<file path="config.mk">
export PLATFORM = sky130hd
export DESIGN_NAME = sipo_frame_buffer
export DESIGN_NICKNAME = d
export VERILOG_FILES = /design/src/rtl/sipo_frame_buffer.sv
export SDC_FILE = /design/constraint.sdc
export NUM_CORES = 1
export LEC_CHECK = 0
export ABC_AREA = 1
export BUFFER_PORTS_ARGS = -buffer_cell sky130_fd_sc_hd__buf_2
export CAP_MARGIN = 10
export CORE_UTILIZATION = 46
export CTS_CLUSTER_DIAMETER = 40
export DETAILED_ROUTE_END_ITERATION = 8
export GPL_TIMING_DRIVEN = 0
export PLACE_DENSITY_LB_ADDON = 0.12
export SLEW_MARGIN = 5
export SYNTH_ARGS = -nofsm -noshare
export SYNTH_HDL_FRONTEND = slang
export SYNTH_SLANG_ARGS = --single-unit
</file>
<file path="constraint.sdc">
create_clock -name clk -period 2.2 [get_ports clk]
set_clock_uncertainty 0.15 [all_clocks]
set_input_delay 0.22 -clock clk [delete_from_list [all_inputs] [get_ports clk]]
set_output_delay 0.22 -clock clk [all_outputs]
set_load 0.005 [all_outputs]
</file>
<file path="src/rtl/sipo_frame_buffer.sv">
// Serial-in / parallel-out frame buffer. A fill bank collects NINPUTS words,
// then hands the complete frame to a registered shadow bank read by the consumer.
module sipo_frame_buffer #(
  parameter int IWIDTH  = 8,
  parameter int NINPUTS = 4
) (
  input  logic                               clk,
  input  logic                               rst,
  input  logic                               in_valid,
  output logic                               in_ready,
  input  logic [IWIDTH-1:0]                  in_data,
  input  logic                               flush,
  output logic                               out_valid,
  input  logic                               out_ready,
  output logic [IWIDTH-1:0]                  out_data [NINPUTS-1:0],
  output logic [$clog2(NINPUTS+1)-1:0]       fill_level
);

  localparam int PW = $clog2(NINPUTS);
  localparam int LW = $clog2(NINPUTS+1);
  localparam logic [PW-1:0] PTR_LAST = PW'(NINPUTS-1);

  logic [IWIDTH-1:0] fill [NINPUTS-1:0];
  logic [PW-1:0]     ptr;
  logic              fill_full;

  logic accept;
  logic last_beat;
  logic shadow_free;
  logic direct_load;
  logic pending_load;

  always_comb begin
    in_ready     = !rst && !fill_full && !flush;
    accept       = in_valid && in_ready;
    last_beat    = accept && (ptr == PTR_LAST);
    shadow_free  = !out_valid || out_ready;
    direct_load  = last_beat && shadow_free;
    // a flush discards a parked frame rather than letting it through
    pending_load = fill_full && shadow_free && !flush;
    fill_level   = fill_full ? LW'(NINPUTS) : LW'(ptr);
  end

  always_ff @(posedge clk or posedge rst) begin
    if (rst) begin
      ptr       <= '0;
      fill_full <= 1'b0;
      for (int i = 0; i < NINPUTS; i++) fill[i] <= '0;
    end else if (flush) begin
      ptr       <= '0;
      fill_full <= 1'b0;
    end else begin
      if (accept) begin
        fill[ptr] <= in_data;
        ptr       <= last_beat ? '0 : ptr + 1'b1;
        if (last_beat && !shadow_free) fill_full <= 1'b1;
      end
      if (pending_load) fill_full <= 1'b0;
    end
  end

  // The last word bypasses the fill bank so a frame can move with no bubble.
  always_ff @(posedge clk or posedge rst) begin
    if (rst) begin
      out_valid <= 1'b0;
      for (int i = 0; i < NINPUTS; i++) out_data[i] <= '0;
    end else if (direct_load) begin
      for (int i = 0; i < NINPUTS-1; i++) out_data[i] <= fill[i];
      out_data[NINPUTS-1] <= in_data;
      out_valid           <= 1'b1;
    end else if (pending_load) begin
      for (int i = 0; i < NINPUTS; i++) out_data[i] <= fill[i];
      out_valid <= 1'b1;
    end else if (out_ready) begin
      out_valid <= 1'b0;
    end
  end

endmodule

</file>
==> reports/results.ini <==
[outcome]
outcome = complete, no violations

[synthesis]
yosysSeqAreaShare_pct = 59.7
ys_seq_elements = 68
synth_edf_count = 0
synth-main-ff-cell = dfrtp_1
synth_area_sq_um = 2850
synth_cell_types = 23
async_flop_share_pct = 100
yosysWarnings = 0
synth_area_per_cell_sq_um = 9.07
yosys.area.top_type_share_pct = 59.7
synthCells = 314
synth_top_area_cell = dfrtp_1
syn_nets = 331
yosys-top-cells-area = dfrtp_1 60%, nand2_1 20%, o21a_1 4.0%

[critical_path]
max_stage_delay_ns = 0.53
worstSetupPathType = in2reg
slowest_stage = dlygate4sd3_1
cp-end-kind = flop
cp-start-kind = input pin
crit_arrival_ns = 1.92
cp_cell_sequence = dlygate4sd3_1 > buf_2 > nor2_4 > nand4_2 > nor2_4 > nor2_4 > buf_2 > nand2_1 > nand2_1
path_max_fanout = 10
worstPathRequired_ns = 2.28
crit_top_cell = nor2_4

[routing]
wl_per_cell_um = 12.9
vias = 2179
drt-total-wl_mm = 5.87
via_per_inst = 4.79
route.detailed.drc = 0
drt_first_pass_iters = 4
drtIter0Drc = 53
ant_nets = 0

[place]
dp_hpwl_mm = 4.03
gp_congestion = 0.750
dp_cells = 438
io_buffer_count = 49
dpl_worst_slack_ns = 0.417

[power]
power.density_nw_per_um2 = 835
power_leakage_uw = 0.00191
ir_drop_uv = 404

[layout]
final_cell_mix = 153 x nand2_1, 68 x dfrtp_1, 55 x buf_2, 18 x o21ai_0, 17 x inv_1
n_antenna_cell = 0
final_util_pct = 57.3
area_growth_pct = 19.8
n_fill_cell = 569
stdcell_count = 455
layout-drive-gt1-share_pct = 22.1
nets = 393
layout_commonest_cell = nand2_1

[grt]
grt_first_pass_wirelength_mm = 9.72
antenna_found_initial = 0
grtUsageTotal_pct = 20.5
grt_max_degree = 69
overflow = 0
grt_pass1_vias = 2028

[timing]
layout_worst_path_cycle_share_pct = 83.7
worst_pin_slew_ns = 0.836
slew_viol_final = 0
fin_setup_tns_ns = 0
timing.slew.headroom_pct = 44.2
finalSetupViolCount = 0
final_hold_viol_count = 0
fmax_mhz = 543
rsz0062_at_grt = false
fin_crit_ns = 1.84
final.setup.worst_slack_ns = 0.359

[cts]
clockBufferDepth = 2
cts_setup_buffers = 0
cts_max_level = 3
path_clk_slew_ns = 0.07
clock_sinks = 68
numCtsBuffers = 9
cts-root-buf = clkbuf_8
worstSkewPairLatency_ns = 0.34
cts_tree = yes

[worst_hold_path]
hold_path.class = in2reg

[floorplan]
die-height_um = 80.7
fp.dieArea_sq_um = 6510
start_util_pct = 47.8
core_sq_um = 5960
die_width_um = 80.7
rows = 28
top_level_ports = 50

[job]
max_cap_viol_count = 0

## routing by layer
metal	vias up	part of all wire [%]	wire length (um)	global-route usage, %
li1	1103	-	-	-
met1	1019	48	2830	27.4
met2	45	45	2660	31.3
met3	12	4.1	239	3.86
met4	0	2.3	137	11.8
met5	-	0	0	0
## critical path, delay by kind of cell
kind	cells	cell delay, ns
buffers and inverters	3	0.91
and+or+nand+nor	6	0.79
## flip-flops by register name, summed over array words and instances, names as in the netlist
| signal | flops |
|---|---|
| out_data | 32 |
| out_valid | 1 |
| fill_full | 1 |
| fill | 32 |
| ptr | 2 |
## stage by stage
step	total power [uW]	area [sq um]	hold WS, ns
2_1_floorplan	1690	2850	0.142
3_3_place_gp	1800	3190	0.298
3_5_place_dp	1810	3190	0.303
4_1_cts	2870	3410	0.00455
5_1_grt	2970	3410	0.0157
6_report	2850	3410	0.0174
## Yosys cell counts, types with 2 or more instances
cell type  instances
nand2_1          153
dfrtp_1           68
inv_1             18
o21ai_0           18
o21a_1            15
nor2_1             8
buf_2              6
ha_1               4
nor2_4             4
a21oi_1            3
buf_6              2
clkbuf_1           2
inv_2              2
nand2_2            2
## where the power goes
| group | internal (uW) | switching [uW] | total, uW |
|---|---|---|---|
| clock network | 612 | 455 | 1070 |
| logic | 132 | 146 | 278 |
| registers | 1420 | 83.6 | 1500 |
## layout make-up
cell class,count,area [sq um],share of cell area (%)
inverter,20,77.6,2.27
clock inverter,1,30.0,0.880
tap,75,93.8,2.75
sequential,68,1700,49.9
timing repair buffer,51,265,7.77
buffer,11,67.6,1.98
clock buffer,14,173,5.06
multi-input combinational,215,1000,29.4
## path summary, 6_finish.rpt
path	startpoint	to	slack, ns	cells past startpoint
max in group asynchronous	rst	out_data[16]	0.86	3
hold reg to reg	out_data[4]	out_data[4]	0.32	2
setup / recovery	rst	out_data[21]	0.36	9
setup reg to reg	ptr[1]	fill[11]	0.42	7
hold / removal	in_data[1]	fill[17]	0.02	3
min in group asynchronous	rst	fill_full	0.46	3
## cell families after synthesis
logic type      share of synthesized area (%)
buf+inv                                  5.01
fa+ha+maj                                1.76
compound gates                           8.08
simple gates                             25.4
flops                                    59.7
## what timing repair did
item	in CTS	in global routing
hold buffers	2	0
gates resized for setup	0	0
hold endpoints to repair	69	0
Power figures use the tool's default switching activity.
